## src/rtl/mux_scan_ctrl.sv

```systemverilog
// mux_scan_ctrl: steps an 8:1 mux select through channels 0..7 and
// packs the sampled bits into a byte; MUX_SCAN_PARITY_EN adds parity.
module mux_scan_ctrl #(
  parameter int unsigned SETTLE = 1
) (
  input  logic       clk,
  input  logic       rst_n,
  input  logic       start,
  input  logic       mux_out,
  output logic       s0,
  output logic       s1,
  output logic       s2,
  output logic       busy,
  output logic [7:0] data_out,
  output logic       data_valid,
  input  logic       data_ready,
  output logic       parity
);

  localparam logic [1:0] IDLE = 2'd0;
  localparam logic [1:0] SCAN = 2'd1;
  localparam logic [1:0] HOLD = 2'd2;

  localparam logic [3:0] LAST = 4'(SETTLE - 1);

  logic [1:0] state_q, state_d;
  logic [2:0] ch_q, ch_d;
  logic [3:0] cnt_q, cnt_d;
  logic [7:0] asm_q, asm_d;
  logic [7:0] data_q, data_d;
  logic       valid_q, valid_d;
  logic [7:0] byte_w;

  // Completed byte including the bit sampled on the final edge
  assign byte_w = {mux_out, asm_q[6:0]};

  // Next-state logic for the scan sequencer
  always_comb begin
    state_d = state_q;
    ch_d    = ch_q;
    cnt_d   = cnt_q;
    asm_d   = asm_q;
    data_d  = data_q;
    valid_d = valid_q;
    case (state_q)
      IDLE: begin
        ch_d = 3'd0;
        if (start) begin
          state_d = SCAN;
          cnt_d   = 4'd0;
        end
      end
      SCAN: begin
        if (cnt_q == LAST) begin
          cnt_d        = 4'd0;
          asm_d[ch_q]  = mux_out;
          if (ch_q == 3'd7) begin
            data_d  = byte_w;
            valid_d = 1'b1;
            ch_d    = 3'd0;
            state_d = HOLD;
          end else begin
            ch_d = ch_q + 3'd1;
          end
        end else begin
          cnt_d = cnt_q + 4'd1;
        end
      end
      HOLD: begin
        if (data_ready) begin
          valid_d = 1'b0;
          state_d = IDLE;
        end
      end
      default: begin
        state_d = IDLE;
        ch_d    = 3'd0;
        valid_d = 1'b0;
      end
    endcase
  end

  // State registers; reset aborts any scan in progress
  always_ff @(posedge clk or negedge rst_n) begin
    if (!rst_n) begin
      state_q <= IDLE;
      ch_q    <= 3'd0;
      cnt_q   <= 4'd0;
      asm_q   <= 8'h00;
      data_q  <= 8'h00;
      valid_q <= 1'b0;
    end else begin
      state_q <= state_d;
      ch_q    <= ch_d;
      cnt_q   <= cnt_d;
      asm_q   <= asm_d;
      data_q  <= data_d;
      valid_q <= valid_d;
    end
  end

`ifdef MUX_SCAN_PARITY_EN
  logic par_q, par_d;

  // Parity follows the byte load so both change on the same edge
  always_comb begin
    par_d = par_q;
    if (state_q == SCAN && cnt_q == LAST && ch_q == 3'd7) begin
      par_d = ^byte_w;
    end
  end

  // Parity register
  always_ff @(posedge clk or negedge rst_n) begin
    if (!rst_n) begin
      par_q <= 1'b0;
    end else begin
      par_q <= par_d;
    end
  end

  assign parity = par_q;
`else
  assign parity = 1'b0;
`endif

  assign {s2, s1, s0} = ch_q;
  assign busy         = (state_q != IDLE);
  assign data_out     = data_q;
  assign data_valid   = valid_q;

endmodule
```

## config.mk

```make
export PLATFORM = sky130hd
export DESIGN_NAME = mux_scan_ctrl
export DESIGN_NICKNAME = d
export VERILOG_FILES = /design/src/rtl/mux_scan_ctrl.sv
export SDC_FILE = /design/constraint.sdc
export NUM_CORES = 1
export LEC_CHECK = 0
export BUFFER_PORTS_ARGS = -buffer_cell sky130_fd_sc_hd__buf_2
export CAP_MARGIN = 20
export CELL_PAD_IN_SITES_DETAIL_PLACEMENT = 1
export CELL_PAD_IN_SITES_GLOBAL_PLACEMENT = 1
export CORE_MARGIN = 1.5
export CORE_UTILIZATION = 43
export DETAILED_ROUTE_END_ITERATION = 10
export PLACE_DENSITY = 0.73
export RECOVER_POWER = 100
export SYNTH_ARGS = -nofsm -noshare
export SYNTH_HDL_FRONTEND = slang
export SYNTH_SLANG_ARGS = --single-unit
```

## constraint.sdc

```tcl
create_clock -name clk -period 2.45 [get_ports clk]
set_input_delay 0.3675 -clock clk [delete_from_list [all_inputs] [get_ports clk]]
set_output_delay 0.3675 -clock clk [all_outputs]
set_load 0.1 [all_outputs]
```

; Yosys cells after proc, flatten, opt, wreduce, memory -nomap -nowiden
; Index checks and enable logic that the tools add are counted.
[classes]
n_div = 0
bitwise_logic = 2
n_mul = 0
reduce_logical = 11
n_mux = 18
shift = 0
eq_ne = 7
order_cmp = 2
add_sub_neg = 2
[op_table]
columns = operator, n
row1 = $bwmux W8, 1
row2 = $mux W2, 4
row3 = $mux W4, 2
row4 = $ne A2 B2 Y1 const B, 4
row5 = $pmux W4 S2, 1
row6 = $reduce_and A4 Y1, 2
row7 = $mux W3, 2
row8 = $pmux W2 S3, 1
row9 = $pmux W3 S2, 1
row10 = $reduce_and A2 Y1, 3
row11 = $add A4 B1 Y4 const B, 1
row12 = $logic_not A4 Y1, 1
row13 = $lt A3 B4 Y1 const B, 1
row14 = $mux W1, 4
row15 = $reduce_bool A2 Y1, 2
row16 = $add A3 B1 Y3 const B, 1
row17 = $demux W1 S3, 1
row18 = $eq A3 B3 Y1 const B, 1
row19 = $ge A3 B1 Y1 const B, 1
row20 = $pmux W1 S3, 1
row21 = $reduce_and A3 Y1, 1
row22 = $eq A2 B1 Y1 const B, 1
row23 = $eq A2 B2 Y1 const B, 1
row24 = $logic_not A2 Y1, 1
row25 = 2 further kinds, 3
[totals]
in_bits = 5
reg_bits = 26
word_cells = 48
ramBits = 0
mem_bits_ro = 0
latchBits = 0
mem_count = 0
output_inout_bits = 14

; Depth between registers and ports, before layout
; Gate-level depths: netlist of run 1.
[logic_depth]
depth_word = 5
depth_mapped = 6
ltp_nobuf = 5

; Least setup slack after synthesis of run 1
; No wires, ideal clock.
[synth_timing]
kind = register to register
from = reg ch_q[1]
to = reg data_q[0] (netlist: data_out[0])
path_buffers = 1
required_ns = 2.325
slack_ns = 0.239
setup_time_ns = 0.125
stages_incl_launch_ff = 6
arrival_ns = 2.086
synth_period_minus_slack_ns = 2.211
cell_sequence = dfrtp_1 ha_1 ha_1 and3_1 buf_4 mux2_2
[synth_between]
elab_chain_len = 2
[synth_lines]
columns = item, line
row1 = "start, declared", 27  ; logic [2:0] ch_q, ch_d;
row2 = "start signal, assigned", 94  ; ch_q <= ch_d;
row3 = $eq A3 B3 Y1, 57  ; if (ch_q == 3'd7) begin
row4 = $reduce_and A3 Y1 (no line), n/a
row5 = "end signal, assigned", 97  ; data_q <= data_d;
row6 = "end, declared", 30  ; logic [7:0] data_q, data_d;
; Every way passes these cells.
; A chain may end at the register's enable or synchronous reset.

; Final worst setup path of run 1
[layout_timing]
from = reg ch_q[1]
to = out s1
[layout_lines]
columns = item, line
row1 = "end, declared", 11  ; output logic s1,
; No word-level cell between the ends.

==> results.ini, run 1 <==
[pwr]
power_switching_uw = 836
swShare_pct = 50.5
p_seq_share_pct = 41.6
p_leak_nw = 0.585
p_per_area_nw_per_um2 = 1290
ir_worst_vdd_v = 0.000696
p_comb_share_pct = 46.9
power_frac_clock_pct = 11.5
internal_power_uw = 819

[cts]
clk_latency_ns = 0.33
h-tree-depth = 1
cts_buffer_depth = 2
post_cts_buffers = 0
path_clk_slew_ns = 0.15
cts_sinks = 25
hold_buffers = 0
cts_tree = yes
numCtsBuffers = 3
clock-root-buffer = clkbuf_4
ctsResizeCount = 0

[synthesis]
synth_seq_cells = 25
ys_seq_area_share_pct = 53.1
syn_area_um2 = 1180
ys_warn_count = 0
netlist_instances = 97
ys_types = 32
synth_nets = 106
syn_area_per_cell_um2 = 12.1

[critical_path]
crit_path_cell_trace = clkbuf_1
crit_required_ns = 2.08
reg2reg_depth = 4
cp_slowest_cell = clkbuf_1
cp.depth = 1
cpPeakStageDelay_ns = 0.90
rr_endpoint = data_out[2]$_DFFE_PN0P_
endpoint_kind = output port
crit_arrival_ns = 1.75
cp_top_family = buffers and inverters
cp-start-kind = register
r2r_start = ch_q[0]$_DFFE_PN0P_
path_class = reg2out
cp_max_fo = 9
r2r_setup_slack_ns = 0.48
path_buf_inv = 1

[placement]
gp_congestion = 0.797
io_buffers = 17
pre_cts_ws_ns = 0.507
detailed_place_hpwl_um = 1760

[global_routing]
grt.busiest_layer = met2
met2_usage_pct = 27.6
grt_pass1_wl_um = 4310
use_met3_pct = 3.04
use_met1_pct = 25.4
grt_max_degree = 26
grt_pass1_vias = 874
antenna_found_initial = 0
overflow = 0
track_usage_pct = 17.8

[sta]
maxSlewHeadroom_pct = 12.8
fmax_ghz = 0.473
drv_slew = 0
min_period_over_period_pct = 86.3
fin_worst_skew_ns = 0.0166
setup_ws_ns = 0.334
tightest_slew_ns = 1.31
period_minus_slack_ns = 2.12
rsz0062_at_grt = false
hold_violations = 0
tns_ns = 0
setup_viol_count_final = 0

[routing]
wire_per_inst_um = 16.7
first_pass_iters = 4
avgViaCountPerCell = 5.80
remaining_drc_errors = 0
route.vias.total = 847
detail-route-antenna-nets = 0
dr.first_iter.drc_count = 29
wl_um = 2440

[finish]
multiInputGateArea_um2 = 502
diodes = 0
n_fill_cell = 297
nNetsFinal = 126
syn_to_final_growth_pct = 9.03
seq_area_um2 = 626
layout-drive-gt1-share_pct = 21.6

[job]
maxCapViolations = 0

[floorplanning]
fp.dieH_um = 55.3
core.rowCount = 18
core_area_um2 = 2540
io_pins = 19
start_util_pct = 46.3
die_x_um = 55.3
die_area_um2 = 3060

[outcome]
status = completed

[worst_hold_path]
hold_class = in2async

==> routing by layer <==
layer / up-vias / part of all wire [%]
li1: 392 / -
met5: - / 0
met4: 0 / 1.2
met1: 437 / 48
met2: 13 / 48
met3: 5 / 2.6
==> cell type report <==
| class | instances | area share (%) |
|---|---|---|
| timing repair buffer | 19 | 6.04 |
| multi-input combinational | 65 | 39.1 |
| clock buffer | 3 | 1.75 |
| inverter | 3 | 0.877 |
| clock inverter | 1 | 0.585 |
| sequential | 25 | 48.7 |
| tap | 30 | 2.92 |
==> power groups by stage <==
stage | clock network (mW) | logic (mW) | registers (mW)
floorplan | 0 | 0.305 | 1.04
global placement | 0 | 0.792 | 0.694
detailed placement | 0 | 0.813 | 0.703
CTS | 0.200 | 0.817 | 0.695
global route | 0.218 | 0.830 | 0.719
finish | 0.190 | 0.776 | 0.688
==> state kept, by name (all words and copies together) (netlist names) <==
register and count:
data_out 8, ch_q 3, data_valid 1, cnt_q 4
asm_q 7, state_q 2
==> stage by stage <==
stage          cells  hold WS [ns]  instance area [µm²]  util [%]  total power, mW
2_1_floorplan     97        0.0719                 1180         -             1.34
3_3_place_gp     142         0.383                 1290      50.7             1.49
5_1_grt          146         0.319                 1280      50.4             1.77
3_5_place_dp     142         0.394                 1290      50.7             1.52
6_report         146         0.296                 1280      50.4             1.65
4_1_cts          146        0.0150                 1320      51.9             1.71
==> cell usage in the layout, fill, tap and decap left out, types with 2 or more instances in the layout <==
| cell | instances |
|---|---|
| nand4_1 | 2 |
| nor4_1 | 2 |
| clkbuf_4 | 3 |
| dfrtp_1 | 25 |
| nand4b_1 | 2 |
| ha_1 | 4 |
| nand2_1 | 7 |
| a21o_1 | 2 |
| inv_1 | 3 |
| mux2_2 | 15 |
| buf_2 | 3 |
| clkbuf_2 | 2 |
| nand3_1 | 7 |
| o21ai_0 | 2 |
| nor2_1 | 2 |
| nor2b_1 | 3 |
| clkbuf_1 | 14 |
==> cell families after synthesis <==
| logic type | after synthesis | share of synthesized area [%] |
|---|---|---|
| fa+ha+maj | 4 | 4.25 |
| mux | 15 | 14.3 |
| buf+inv | 7 | 3.08 |
| compound gates | 11 | 6.80 |
| flops | 25 | 53.1 |
| other cells | 1 | 0.319 |
| simple gates | 34 | 18.1 |
==> Yosys cell counts <==
cell type	count	area, µm²
buf_2	2	10.0
and3_1	1	6.26
o31ai_1	1	7.51
inv_1	3	11.3
o21ai_0	2	10.0
nand2b_1	1	6.26
o21bai_1	1	7.51
nand4_1	2	12.5
dfrtp_1	25	626
or2_2	1	6.26
mux2_2	15	169
o311ai_1	1	8.76
nand3_1	7	35.0
nand3b_1	1	7.51
o211ai_1	1	7.51
nor2_1	2	7.51
buf_4	2	15.0
or3b_4	1	11.3
a21o_1	2	15.0
nor2b_1	3	18.8
o311ai_0	1	8.76
nand4b_1	2	17.5
nor3b_4	1	18.8
ha_1	4	50.1
nor4bb_1	1	10.0
nor4b_1	1	8.76
nand2_1	7	26.3
or4_1	1	7.51
nor4_1	2	12.5
conb_1	1	3.75
a31oi_1	1	6.26
a22o_1	1	8.76
==> how the worst max path moves through the flow <==
stage | startpoint | end | slack (ns)
after detailed placement | ch_q[0]$_DFFE_PN0P_ | data_out[0]$_DFFE_PN0P_ | 0.51
after CTS | ch_q[0]$_DFFE_PN0P_ | data_out[1]$_DFFE_PN0P_ | 0.46
after floorplan | ch_q[1]$_DFFE_PN0P_ | data_out[0]$_DFFE_PN0P_ | 0.24
after global routing | ch_q[1]$_DFFE_PN0P_ | s1 | 0.26
final | ch_q[1]$_DFFE_PN0P_ | s1 | 0.33
after global placement | ch_q[0]$_DFFE_PN0P_ | data_out[4]$_DFFE_PN0P_ | 0.54
Power figures use the tool's default switching activity.
==> run 2, diff against run 1 <==
==> constraint.sdc (replaced) <==
create_clock -name clk -period 2.45 [get_ports clk]
set_input_delay 0.49 -clock clk [delete_from_list [all_inputs] [get_ports clk]]
set_output_delay 0.49 -clock clk [all_outputs]
set_load 0.1 [all_outputs]
==> results.ini, run 2 (same netlist as run 1, synthesis figures left out) <==
[sta]
tns_ns = 0  ; unchanged
period_minus_slack_ns = 2.06  ; was 2.12 ns
tightest_slew_ns = 1.31  ; about the same
fin_worst_skew_ns = 0.0174  ; was 0.0166 ns
drv_slew = 0  ; unchanged
maxSlewHeadroom_pct = 12.9  ; was 12.8%
setup_viol_count_final = 0  ; unchanged
hold_violations = 0  ; unchanged
rsz0062_at_grt = false  ; unchanged
min_period_over_period_pct = 84.3  ; was 86.3%
fmax_ghz = 0.484  ; was 0.473 GHz

[finish]
n_fill_cell = 297  ; unchanged
mostFrequentLayoutCell = dfrtp_1  ; unchanged
diodes = 0  ; unchanged
fin_area_um2 = 1290  ; was 1280 µm²
layout-drive-gt1-share_pct = 23.3  ; was 21.6%
nNetsFinal = 126  ; unchanged
layout_common_cells = 25 x dfrtp_1, 15 x mux2_2, 12 x clkbuf_1  ; was 25 x dfrtp_1, 15 x mux2_2, 14 x clkbuf_1
largest_reg_flops = 8  ; unchanged
syn_to_final_growth_pct = 9.25  ; was 9.03%

[critical_path]
cp_slowest_cell = dfrtp_1  ; was clkbuf_1
cp_top_family = flip-flops  ; was buffers and inverters
path_buf_inv = 1  ; unchanged
r2r_setup_slack_ns = 0.48  ; about the same
path_class = reg2out  ; unchanged
cp_max_fo = 12  ; was 9
crit_path_cell_trace = or2_2 -> clkbuf_2  ; was clkbuf_1
crit_required_ns = 1.96  ; was 2.08 ns
cpPeakStageDelay_ns = 0.54  ; was 0.90 ns
crit_arrival_ns = 1.57  ; was 1.75 ns
cp-start-kind = register  ; unchanged
endpoint_kind = output port  ; unchanged

[global_routing]
antenna_found_initial = 0  ; unchanged
grt_pass1_vias = 874  ; unchanged
overflow = 0  ; unchanged
track_usage_pct = 17.8  ; unchanged
grt_max_degree = 26  ; unchanged
grt_pass1_wl_um = 4310  ; unchanged

[floorplanning]
io_pins = 19  ; unchanged
die_area_um2 = 3060  ; unchanged
core_area_um2 = 2540  ; unchanged
core.rowCount = 18  ; unchanged
die_x_um = 55.3  ; unchanged
start_util_pct = 46.3  ; unchanged
fp.dieH_um = 55.3  ; unchanged

[routing]
avgViaCountPerCell = 5.78  ; was 5.80
wire_per_inst_um = 16.6  ; was 16.7 µm
dr.first_iter.drc_count = 28  ; was 29
wl_met1_um = 1170  ; about the same
met2_length_um = 1170  ; about the same
route.vias.total = 844  ; was 847
top_layer = met4  ; unchanged
met3_length_um = 57  ; was 64 µm
detail-route-antenna-nets = 0  ; unchanged
first_pass_iters = 4  ; unchanged
remaining_drc_errors = 0  ; unchanged
wl_um = 2420  ; was 2440 µm

[cts]
h-tree-depth = 1  ; unchanged
clock-root-buffer = clkbuf_4  ; unchanged
path_clk_slew_ns = 0.15  ; about the same
hold_buffers = 0  ; unchanged
numCtsBuffers = 3  ; unchanged
ctsResizeCount = 0  ; unchanged
post_cts_buffers = 0  ; unchanged
cts_buffer_depth = 2  ; unchanged
clk_latency_ns = 0.33  ; about the same
cts_tree = yes  ; unchanged
cts_sinks = 25  ; unchanged

[pwr]
p_per_area_nw_per_um2 = 1290  ; about the same
p_leak_nw = 0.592  ; was 0.585 nW
p_seq_share_pct = 41.5  ; was 41.6%
internal_power_uw = 822  ; was 819 µW
power_frac_clock_pct = 11.5  ; about the same
ir_worst_vdd_v = 0.000696  ; about the same
swShare_pct = 50.4  ; was 50.5%
power_switching_uw = 836  ; about the same
p_comb_share_pct = 47.0  ; was 46.9%

[job]
maxCapViolations = 0  ; unchanged

[placement]
io_buffers = 17  ; unchanged
place_area_um2 = 1290  ; unchanged
gp_congestion = 0.797  ; unchanged
detailed_place_hpwl_um = 1760  ; unchanged

[worst_hold_path]
hold_class = in2async  ; unchanged

[outcome]
status = completed  ; unchanged

-- run 2: cell counts in the layout (fill, tap and decap cells not counted) --
Identical to the previous run, type by type.
-- run 2: area by class of cell --
| class | count | area, µm² | area share, % |
|---|---|---|---|
| clock buffers | 3 | 22.5 | 1.75 |
| clock inverters | 1 | 7.51 | 0.584 |
| inverters | 3 | 11.3 | 0.875 |
| multi-input cells | 65 | 502 | 39.0 |
| flip-flops and latches | 25 | 626 | 48.6 |
| well taps | 30 | 37.5 | 2.92 |
| repair buffers | 19 | 80.1 | 6.23 |
-- run 2: power by group through the flow --
stage | logic, mW | clock network (mW) | registers (mW)
after floorplan | 0.305 | 0 | 1.04
after global routing | 0.833 | 0.218 | 0.719
after detailed placement | 0.813 | 0 | 0.703
final | 0.778 | 0.191 | 0.688
after CTS | 0.817 | 0.200 | 0.695
after global placement | 0.792 | 0 | 0.694
-- run 2: routing by layer --
metal  vias to the layer above  global-route usage [%]
met4                         0                    5.92
met5                         -                       0
met1                       435                    25.4
met3                         5                    3.04
li1                        391                       -
met2                        13                    27.6
-- run 2: through the flow --
step                      power, mW  util, %  instances  setup WS (ns)  hold slack, ns
after floorplan                1.34        -         97          0.239           0.194
after global placement         1.49     50.7        142          0.536           0.456
after detailed placement       1.52     50.7        142          0.507           0.474
after CTS                      1.71     51.9        146          0.445           0.137
after global routing           1.77     50.5        146          0.305           0.442
final                          1.66     50.5        146          0.386           0.417
-- run 2: path summary, 6_finish.rpt --
check / startpoint / to / depth (start not counted)
worst max-delay path: state_q[0]$_DFFE_PN0P_ / busy / 2
worst min-delay path: rst_n / asm_q[3]$_DFFE_PN0P_ / 1
worst max register to register: ch_q[0]$_DFFE_PN0P_ / data_out[2]$_DFFE_PN0P_ / 4
worst min register to register: data_valid$_DFFE_PN0P_ / data_valid$_DFFE_PN0P_ / 1
max in group asynchronous: rst_n / asm_q[1]$_DFFE_PN0P_ / 1
min in group clk: data_ready / state_q[1]$_DFFE_PN0P_ / 3
